**config.mk**
```make
export PLATFORM = sky130hd
export DESIGN_NAME = spk_det_nn
export DESIGN_NICKNAME = d
export VERILOG_FILES = /design/src/rtl/spkdet_pkg.sv /design/src/rtl/spkdet_ch_mem.sv /design/src/rtl/spk_det_nn.sv
export SDC_FILE = /design/constraint.sdc
export NUM_CORES = 2
export LEC_CHECK = 0
export BUFFER_PORTS_ARGS = -buffer_cell sky130_fd_sc_hd__buf_2
export CAP_MARGIN = 30
export CORE_MARGIN = 8
export CORE_UTILIZATION = 48
export DETAILED_ROUTE_END_ITERATION = 10
export PLACE_DENSITY = 0.62
export SYNTH_ARGS = -nofsm -noshare
export SYNTH_HDL_FRONTEND = slang
export SYNTH_SLANG_ARGS = --single-unit
```
**constraint.sdc**
```tcl
create_clock -name clk -period 8.8 [get_ports clk]
set_input_delay 0 -clock clk [delete_from_list [all_inputs] [get_ports clk]]
set_output_delay 0 -clock clk [all_outputs]
set_load 0.01 [all_outputs]
```
**src/rtl/spkdet_pkg.sv**
```systemverilog
// -----------------------------------------------------------------------------
// spkdet_pkg
// Shared definitions for the spk_det_nn spike detector:
//   - per-channel detector state type and encodings
//   - nn_slot(): extracts neighbour slot k from a packed neighbour list
// Optional feature macro: SPKDET_REFRACTORY_EN (adds the REFR state encoding).
// -----------------------------------------------------------------------------
package spkdet_pkg;

  typedef logic [1:0] spk_state_t;

  localparam spk_state_t ST_IDLE   = 2'd0;
  localparam spk_state_t ST_FALL   = 2'd1;
  localparam spk_state_t ST_TROUGH = 2'd2;
`ifdef SPKDET_REFRACTORY_EN
  localparam spk_state_t ST_REFR   = 2'd3;
`endif

  // Upper bounds for the generic slot extractor.
  localparam int SPK_CHW_MAX = 16;
  localparam int SPK_NNV_MAX = 512;

  // Returns slot k (chw bits wide) of a packed list, slot k = vec[k*chw +: chw].
  function automatic logic [SPK_CHW_MAX-1:0] nn_slot(input logic [SPK_NNV_MAX-1:0] vec,
                                                     input int k,
                                                     input int chw);
    return SPK_CHW_MAX'(vec >> (k * chw)) & SPK_CHW_MAX'((1 << chw) - 1);
  endfunction

endpackage

```
**src/rtl/spkdet_ch_mem.sv**
```systemverilog
// -----------------------------------------------------------------------------
// spkdet_ch_mem
// Per-channel distributed storage for the spike detector: state, running
// minimum Mn and (optionally) the refractory counter.
//   - 1 write port (stage 3), 1 own-channel read port + NUM_NN neighbour Mn
//     read ports (stage 2), all combinational reads
//   - a read of the address being written this cycle returns the write data
//   - after rst_n rises, sweeps every channel to IDLE/0/0, then raises
//     o_init_done one cycle after the last write
// Ports:
//   clk, rst_n          clock, synchronous active-low reset
//   o_init_done         sweep complete
//   i_we/i_wa/i_w*      write port
//   i_ra, o_rd_*        own-channel read
//   i_ra_nn, o_rd_nn_mn neighbour Mn reads, slot k = [k*CHW +: CHW] / [k*DW +: DW]
// Optional feature macro: SPKDET_REFRACTORY_EN (adds the counter array).
// -----------------------------------------------------------------------------
module spkdet_ch_mem
  import spkdet_pkg::*;
#(
  parameter int NUM_CH = 32,
  parameter int DW     = 32,
  parameter int NUM_NN = 4,
  parameter int REFR_W = 8,
  parameter int CHW    = 5
) (
  input  logic                  clk,
  input  logic                  rst_n,
  output logic                  o_init_done,
  input  logic                  i_we,
  input  logic [CHW-1:0]        i_wa,
  input  spk_state_t            i_wst,
  input  logic [DW-1:0]         i_wmn,
`ifdef SPKDET_REFRACTORY_EN
  input  logic [REFR_W-1:0]     i_wcnt,
  output logic [REFR_W-1:0]     o_rd_cnt,
`endif
  input  logic [CHW-1:0]        i_ra,
  output spk_state_t            o_rd_state,
  output logic [DW-1:0]         o_rd_mn,
  input  logic [NUM_NN*CHW-1:0] i_ra_nn,
  output logic [NUM_NN*DW-1:0]  o_rd_nn_mn
);

  localparam logic [CHW:0] CH_LIM  = (CHW+1)'(NUM_CH);
  localparam logic [CHW:0] IDX_ONE = (CHW+1)'(1);

  spk_state_t        r_state [NUM_CH];
  logic [DW-1:0]     r_mn    [NUM_CH];
`ifdef SPKDET_REFRACTORY_EN
  logic [REFR_W-1:0] r_cnt   [NUM_CH];
`endif

  logic [CHW:0]      r_init_idx;
  logic              r_init_done;
  logic              w_sweep;
  logic [CHW-1:0]    w_slot [NUM_NN];

  assign o_init_done = r_init_done;
  assign w_sweep     = rst_n && !r_init_done && (r_init_idx < CH_LIM);

  // Index runs 0..NUM_CH: the extra step delays init_done past the last write.
  always_ff @(posedge clk) begin
    if (!rst_n) begin
      r_init_idx  <= '0;
      r_init_done <= 1'b0;
    end else if (!r_init_done) begin
      if (r_init_idx == CH_LIM) r_init_done <= 1'b1;
      else                      r_init_idx  <= r_init_idx + IDX_ONE;
    end
  end

  always_ff @(posedge clk) begin
    if (w_sweep) begin
      r_state[r_init_idx[CHW-1:0]] <= ST_IDLE;
      r_mn[r_init_idx[CHW-1:0]]    <= '0;
`ifdef SPKDET_REFRACTORY_EN
      r_cnt[r_init_idx[CHW-1:0]]   <= '0;
`endif
    end else if (i_we) begin
      r_state[i_wa] <= i_wst;
      r_mn[i_wa]    <= i_wmn;
`ifdef SPKDET_REFRACTORY_EN
      r_cnt[i_wa]   <= i_wcnt;
`endif
    end
  end

  always_comb begin
    for (int k = 0; k < NUM_NN; k++) begin
      w_slot[k] = CHW'(nn_slot(SPK_NNV_MAX'(i_ra_nn), k, CHW));
    end
  end

  always_comb begin
    o_rd_state = r_state[i_ra];
    o_rd_mn    = r_mn[i_ra];
`ifdef SPKDET_REFRACTORY_EN
    o_rd_cnt   = r_cnt[i_ra];
`endif
    if (i_we && (i_wa == i_ra)) begin
      o_rd_state = i_wst;
      o_rd_mn    = i_wmn;
`ifdef SPKDET_REFRACTORY_EN
      o_rd_cnt   = i_wcnt;
`endif
    end
    o_rd_nn_mn = '0;
    for (int k = 0; k < NUM_NN; k++) begin
      o_rd_nn_mn[k*DW +: DW] = (i_we && (i_wa == w_slot[k])) ? i_wmn : r_mn[w_slot[k]];
    end
  end

endmodule

```
**src/rtl/spk_det_nn.sv**
```systemverilog
// -----------------------------------------------------------------------------
// spk_det_nn
// Multi-channel threshold/trough spike detector with neighbour-minimum check.
// Three-stage pipeline (latency 3 in detect and bypass modes):
//   stage 1 registers inputs, stage 2 registers channel/neighbour reads,
//   stage 3 evaluates, writes back and registers outputs.
// Ports:
//   clk, rst_n            clock, synchronous active-low reset
//   thr_enable            1 = detect, 0 = bypass
//   valid_in, end_of_frame, ch_no, ch_nn, threshold_in, v_in, refr_len  sample in
//   init_done             channel sweep finished (inputs ignored before this)
//   valid_out, ch_out, ch_nn_out, eof_out, v_out, min_out, state_out,
//   is_peak_out           sample out; v_out = {v[DW-1:1], peak}
// Optional feature macro: SPKDET_REFRACTORY_EN (refractory lockout after peak).
//
// state  | meaning
// IDLE   | sample at/above threshold, Mn cleared
// FALL   | below threshold and still reaching new minima
// TROUGH | below threshold, past the minimum (peak candidate already judged)
// REFR   | lockout after a peak, counter running (refractory build only)
// -----------------------------------------------------------------------------
module spk_det_nn
  import spkdet_pkg::*;
#(
  parameter  int NUM_CH = 32,
  parameter  int DW     = 32,
  parameter  int NUM_NN = 4,
  parameter  int REFR_W = 8,
  localparam int CHW    = (NUM_CH > 1) ? $clog2(NUM_CH) : 1
) (
  input  logic                  clk,
  input  logic                  rst_n,
  input  logic                  thr_enable,
  input  logic                  valid_in,
  input  logic                  end_of_frame,
  input  logic [CHW-1:0]        ch_no,
  input  logic [NUM_NN*CHW-1:0] ch_nn,
  input  logic [DW-1:0]         threshold_in,
  input  logic [DW-1:0]         v_in,
  input  logic [REFR_W-1:0]     refr_len,
  output logic                  init_done,
  output logic                  valid_out,
  output logic [CHW-1:0]        ch_out,
  output logic [NUM_NN*CHW-1:0] ch_nn_out,
  output logic                  eof_out,
  output logic [DW-1:0]         v_out,
  output logic [DW-1:0]         min_out,
  output logic [1:0]            state_out,
  output logic                  is_peak_out
);

  localparam logic [CHW:0] CH_LIM = (CHW+1)'(NUM_CH);

  logic                  w_init_done;

  // stage 1
  logic                  r1_vld, r1_en, r1_eof;
  logic [CHW-1:0]        r1_ch;
  logic [NUM_NN*CHW-1:0] r1_nn;
  logic [DW-1:0]         r1_thr, r1_v;

  // stage 2
  logic                  r2_vld, r2_en, r2_eof;
  logic [CHW-1:0]        r2_ch;
  logic [NUM_NN*CHW-1:0] r2_nn;
  logic [DW-1:0]         r2_thr, r2_v, r2_mn;
  spk_state_t            r2_state;
  logic [NUM_NN*DW-1:0]  r2_nn_mn;
  logic [NUM_NN-1:0]     r2_nn_ok;

  // read data and stage-3 evaluation
  spk_state_t            w_rd_state;
  logic [DW-1:0]         w_rd_mn;
  logic [NUM_NN*DW-1:0]  w_rd_nn_mn;
  logic [CHW-1:0]        w_nn_ch [NUM_NN];
  logic [NUM_NN-1:0]     w_nn_ok;
  logic                  w_we;
  logic                  w_below, w_lt_min, w_nn_pass, w_cand, w_peak;
  spk_state_t            w_nxt_st;
  logic [DW-1:0]         w_nxt_mn;

`ifdef SPKDET_REFRACTORY_EN
  logic [REFR_W-1:0]     r1_refr, r2_refr, r2_cnt;
  logic [REFR_W-1:0]     w_rd_cnt, w_nxt_cnt;
`else
  logic                  w_unused_refr;
  assign w_unused_refr = ^refr_len;
`endif

  assign init_done = w_init_done;
  assign w_we      = r2_vld && r2_en;

  spkdet_ch_mem #(
    .NUM_CH (NUM_CH),
    .DW     (DW),
    .NUM_NN (NUM_NN),
    .REFR_W (REFR_W),
    .CHW    (CHW)
  ) u_mem (
    .clk         (clk),
    .rst_n       (rst_n),
    .o_init_done (w_init_done),
    .i_we        (w_we),
    .i_wa        (r2_ch),
    .i_wst       (w_nxt_st),
    .i_wmn       (w_nxt_mn),
`ifdef SPKDET_REFRACTORY_EN
    .i_wcnt      (w_nxt_cnt),
    .o_rd_cnt    (w_rd_cnt),
`endif
    .i_ra        (r1_ch),
    .o_rd_state  (w_rd_state),
    .o_rd_mn     (w_rd_mn),
    .i_ra_nn     (r1_nn),
    .o_rd_nn_mn  (w_rd_nn_mn)
  );

  always_ff @(posedge clk) begin
    if (!rst_n) begin
      r1_vld <= 1'b0;
      r1_en  <= 1'b0;
      r1_eof <= 1'b0;
      r1_ch  <= '0;
      r1_nn  <= '0;
      r1_thr <= '0;
      r1_v   <= '0;
`ifdef SPKDET_REFRACTORY_EN
      r1_refr <= '0;
`endif
    end else begin
      r1_vld <= valid_in && w_init_done;
      r1_en  <= thr_enable;
      r1_eof <= end_of_frame;
      r1_ch  <= ch_no;
      r1_nn  <= ch_nn;
      r1_thr <= threshold_in;
      r1_v   <= v_in;
`ifdef SPKDET_REFRACTORY_EN
      r1_refr <= refr_len;
`endif
    end
  end

  // Self slots and out-of-range slots never veto a peak.
  always_comb begin
    for (int k = 0; k < NUM_NN; k++) begin
      w_nn_ch[k] = CHW'(nn_slot(SPK_NNV_MAX'(r1_nn), k, CHW));
      w_nn_ok[k] = (w_nn_ch[k] != r1_ch) && ({1'b0, w_nn_ch[k]} < CH_LIM);
    end
  end

  always_ff @(posedge clk) begin
    if (!rst_n) begin
      r2_vld   <= 1'b0;
      r2_en    <= 1'b0;
      r2_eof   <= 1'b0;
      r2_ch    <= '0;
      r2_nn    <= '0;
      r2_thr   <= '0;
      r2_v     <= '0;
      r2_mn    <= '0;
      r2_state <= ST_IDLE;
      r2_nn_mn <= '0;
      r2_nn_ok <= '0;
`ifdef SPKDET_REFRACTORY_EN
      r2_refr  <= '0;
      r2_cnt   <= '0;
`endif
    end else begin
      r2_vld   <= r1_vld;
      r2_en    <= r1_en;
      r2_eof   <= r1_eof;
      r2_ch    <= r1_ch;
      r2_nn    <= r1_nn;
      r2_thr   <= r1_thr;
      r2_v     <= r1_v;
      r2_mn    <= w_rd_mn;
      r2_state <= w_rd_state;
      r2_nn_mn <= w_rd_nn_mn;
      r2_nn_ok <= w_nn_ok;
`ifdef SPKDET_REFRACTORY_EN
      r2_refr  <= r1_refr;
      r2_cnt   <= w_rd_cnt;
`endif
    end
  end

  // r2_mn is the minimum before this sample's update (Min).
  always_comb begin
    w_below   = $signed(r2_v) < $signed(r2_thr);
    w_lt_min  = $signed(r2_v) < $signed(r2_mn);
    w_nn_pass = 1'b1;
    for (int k = 0; k < NUM_NN; k++) begin
      if (r2_nn_ok[k] && ($signed(r2_mn) > $signed(r2_nn_mn[k*DW +: DW]))) w_nn_pass = 1'b0;
    end
    w_cand   = 1'b0;
    w_nxt_st = r2_state;
    w_nxt_mn = !w_below ? '0 : (w_lt_min ? r2_v : r2_mn);
`ifdef SPKDET_REFRACTORY_EN
    w_nxt_cnt = r2_cnt;
`endif
    case (r2_state)
      ST_IDLE:   w_nxt_st = w_below ? ST_FALL : ST_IDLE;
      ST_FALL: begin
        if (!w_below)     w_nxt_st = ST_IDLE;
        else if (w_lt_min) w_nxt_st = ST_FALL;
        else begin
          w_nxt_st = ST_TROUGH;
          w_cand   = 1'b1;
        end
      end
      ST_TROUGH: begin
        if (!w_below)      w_nxt_st = ST_IDLE;
        else if (w_lt_min) w_nxt_st = ST_FALL;
        else               w_nxt_st = ST_TROUGH;
      end
`ifdef SPKDET_REFRACTORY_EN
      ST_REFR: begin
        w_nxt_cnt = (r2_cnt == '0) ? '0 : r2_cnt - REFR_W'(1);
        w_nxt_st  = ((r2_cnt == '0) && !w_below) ? ST_IDLE : ST_REFR;
      end
`endif
      default:   w_nxt_st = ST_IDLE;
    endcase
    w_peak = w_cand && w_nn_pass;
`ifdef SPKDET_REFRACTORY_EN
    if (w_peak) begin
      w_nxt_st  = ST_REFR;
      w_nxt_cnt = r2_refr;
    end
`endif
  end

  always_ff @(posedge clk) begin
    if (!rst_n) begin
      valid_out   <= 1'b0;
      ch_out      <= '0;
      ch_nn_out   <= '0;
      eof_out     <= 1'b0;
      v_out       <= '0;
      min_out     <= '0;
      state_out   <= '0;
      is_peak_out <= 1'b0;
    end else begin
      valid_out <= r2_vld;
      ch_out    <= r2_ch;
      ch_nn_out <= r2_nn;
      eof_out   <= r2_eof;
      if (r2_en) begin
        v_out       <= {r2_v[DW-1:1], w_peak};
        min_out     <= w_nxt_mn;
        state_out   <= w_nxt_st;
        is_peak_out <= w_peak && r2_vld;
      end else begin
        v_out       <= r2_v;
        min_out     <= '0;
        state_out   <= ST_IDLE;
        is_peak_out <= 1'b0;
      end
    end
  end

endmodule

```
==> results.json <==
{
  "outcome": "completed",
  "final.setup.tns_ns": 0,
  "cts_max_path_buffers": 3,
  "cts_buffers": 168,
  "setup_viol": 0,
  "multiInputGateArea_sq_um": 46830,
  "antenna_found_initial": 4,
  "drc": 0,
  "power_density_nw_per_um2": 174.8,
  "wirelength_mm": 323.8,
  "hold_buffers": 198,
  "vias": 59740,
  "path_cells": "inv_1 > ha_1 > a21oi_1 > o21ai_0 > a221oi_1 > o32ai_1 > a21oi_4 > buf_4 > a21oi_1 > nor2_1 > buf_4",
  "final_common_cell": "mux4_2",
  "crit_family": "compound AO/OA/AOI/OAI gates",
  "power.leakage_nw": 33.74,
  "numPortBuffers": 188,
  "wl_per_cell_microns": 39.70,
  "end_kind": "register",
  "fin_area_sq_um": 103300,
  "coreArea_sq_um": 189400,
  "drt_iter0_markers": 8537,
  "die_height_microns": 451.6,
  "cts_tree": "yes",
  "track_usage": 0.3129,
  "place_congestion": 0.9193,
  "slowest_stage": "nor2_1",
  "postCtsSetupBuffers": 0,
  "path_buf_inv": 3,
  "required_ns": 9.45,
  "grt_pass1_wl_mm": 455.4,
  "r2r_slack_ns": 4.11,
  "nFillCells": 14660,
  "synthCells": 5201,
  "ys_ff_latch": 1539,
  "drive_gt1_frac": 0.4206,
  "htreeDepth": 4,
  "ctsResizeCount": 0,
  "rsz0062_at_grt": "no",
  "final_cell_mix": "1620 x mux4_2, 1088 x edfxtp_1, 426 x dfxtp_1",
  "die_w_microns": 451.6,
  "report.final.slew_viol_count": 0,
  "syn_area_sq_um": 91070,
  "drt_first_pass_iters": 6,
  "syn-num-nets": 5498,
  "ys_warn_count": 0,
  "ir_worst_vdd_v": 0.0001753,
  "overflow": 0,
  "max_stage_delay_ns": 0.89,
  "grt_max_degree": 124,
  "r2r-start": "r2_mn[17]",
  "start_util": 0.4809,
  "post-route-min-period_ns": 4.687,
  "cp-start-kind": "register",
  "min_delay_path_depth": 3,
  "grt_pass1_vias": 59270,
  "seq_area_sq_um": 41790,
  "final_net_count": 5794,
  "r2r_cells": 11,
  "yosysSeqAreaShare": 0.4579,
  "hold_viol_final": 0,
  "row_count": 160,
  "dieArea_sq_um": 203900,
  "hold_path.class": "input pin to register",
  "ys_types": 65,
  "fmax_mhz": 213.4,
  "total_power_mw": 18.06,
  "holdCritStartpoint": "ch_nn[8]",
  "synth_ff_type": "edfxtp_1",
  "ys_async_sr_fraction": 0,
  "whs_endpoint": "r1_nn[8]",
  "clk_latency_ns": 0.86,
  "ant_nets": 0,
  "pin_count": 197,
  "critical_path_arrival_ns": 5.34,
  "path_clk_slew_ns": 0.06,
  "worstMarginPinSlew_ns": 1.124,
  "synth-edff-count": 1088,
  "crit_type": "register to register",
  "clockRootBuffer": "clkbuf_16",
  "syn_to_final_growth_pct": 13.44,
  "dp_hpwl_mm": 193.6,
  "maxSlewHeadroom": 0.2504,
  "cp_max_fo": 63,
  "finalClockSkew_ns": 0.03896,
  "r2r-end": "u_mem.r_mn[3][21]",
  "viasPerCell": 7.323,
  "avgSynthCellArea_sq_um": 17.51,
  "clock-sinks": 1539,
  "fin_crit_sh": 0.5326,
  "drv_cap": 0,
  "placed_area_sq_um": 95540
}
## report_power, final
part | internal, mW | total (mW) | switching [mW]
registers | 7.82 | 8.05 | 0.232
logic | 1.26 | 2.69 | 1.43
clock network | 4.21 | 7.32 | 3.11
total | 13.3 | 18.1 | 4.77
## worst max path at each step
stage / to / startpoint / slack [ns] / cells past startpoint
6_report: u_mem.r_mn[3][21] / r2_mn[17] / 4.11 / 11
5_1_grt: u_mem.r_mn[1][21] / r2_mn[17] / 3.84 / 11
4_1_cts: u_mem.r_mn[14][22] / r2_mn[17] / 4.14 / 11
3_5_place_dp: u_mem.r_mn[4][22] / r2_mn[17] / 4.17 / 11
3_3_place_gp: u_mem.r_mn[10][7] / rst_n / 4.21 / 8
2_1_floorplan: u_mem.r_mn[0][10] / r2_mn[19] / 5.44 / 11
## per-stage QoR
step	hold WS, ns	cells	util	setup WS [ns]
floorplan	0.1273	5201	-	5.443
global placement	0.2046	7614	0.5020	4.211
detailed placement	0.2082	7637	0.5045	4.172
CTS	0.05637	8152	0.5452	4.144
global route	0.06494	8156	0.5455	3.842
finish	0.07555	8157	0.5455	4.113
## worst min-delay path, cell delays in order
cell and delay, ns:
dlygate4sd3_1 0.52, buf_2 0.21, and2_1 0.15
## routing by layer
metal,track usage,vias up,share of wire
li1,-,22890,-
met1,0.4159,31110,0.36
met2,0.4675,4771,0.45
met3,0.1033,963,0.14
met4,0.1517,2,0.058
met5,0,-,0.000022
## cell families (layout without fill, tap and decap cells)
family	after synthesis	count (layout)	share of synthesized area
flip-flops	1539	1539	0.4579
other	0	2	0
AND/OR/NAND/NOR	592	592	0.03543
XOR/XNOR	51	51	0.004905
AO/OA/AOI/OAI	367	367	0.02525
adder cells (fa/ha/maj)	195	195	0.02679
buffers and inverters	672	1115	0.03098
multiplexers	1785	1785	0.4188
## flip-flops by register name, indices dropped and copies added (netlist names), 2 cells and up
name and count:
u_mem.r_mn 1024, r2_nn_mn 128, u_mem.r_state 64, min_out 32
r1_thr 32, r1_v 32, r2_mn 32, r2_thr 32
r2_v 32, v_out 32, ch_nn_out 20, r1_nn 20
r2_nn 20, u_mem.r_init_idx 6, ch_out 5, r1_ch 5
r2_ch 5, r2_nn_ok 4, r2_state 2, state_out 2
## final cells by class
type,count,share of cell area
tap,2511,0.03041
clock buffer,230,0.04752
multi-input combinational,2990,0.4533
antenna,2,0.00004844
clock inverter,87,0.007896
timing repair buffer,596,0.04899
inverter,202,0.007339
sequential,1539,0.4045
## cells in the mapped netlist (3+ instances only)
| master | count | area [sq um] |
|---|---|---|
| a211oi_1 | 6 | 45.04 |
| a21boi_0 | 3 | 22.52 |
| a21o_1 | 18 | 135.1 |
| a21oi_1 | 102 | 510.5 |
| a221o_1 | 3 | 30.03 |
| a221oi_1 | 7 | 61.31 |
| a31o_2 | 5 | 43.79 |
| a31oi_1 | 9 | 56.30 |
| and2_1 | 246 | 1539 |
| and3_1 | 5 | 31.28 |
| and4_1 | 5 | 43.79 |
| buf_1 | 38 | 142.6 |
| buf_2 | 161 | 805.8 |
| buf_6 | 12 | 135.1 |
| clkbuf_1 | 257 | 964.7 |
| dfxtp_1 | 451 | 9029 |
| edfxtp_1 | 1088 | 32670 |
| ha_1 | 195 | 2440 |
| inv_1 | 202 | 758.2 |
| mux2i_1 | 163 | 1632 |
| mux4_2 | 1620 | 36480 |
| nand2_1 | 58 | 217.7 |
| nand2b_1 | 5 | 31.28 |
| nand3_1 | 24 | 120.1 |
| nand3b_1 | 7 | 52.55 |
| nand4_1 | 29 | 181.4 |
| nand4_4 | 4 | 85.08 |
| nor2_1 | 160 | 600.6 |
| nor2b_1 | 6 | 37.54 |
| nor3_1 | 16 | 80.08 |
| nor3b_1 | 3 | 22.52 |
| nor4_1 | 10 | 62.56 |
| o211ai_1 | 3 | 22.52 |
| o21ai_0 | 30 | 150.1 |
| o22ai_1 | 160 | 1001 |
| o31ai_1 | 3 | 22.52 |
| xnor2_1 | 19 | 166.4 |
| xor2_1 | 32 | 280.3 |
No activity file was read; power rests on OpenSTA's default activity.
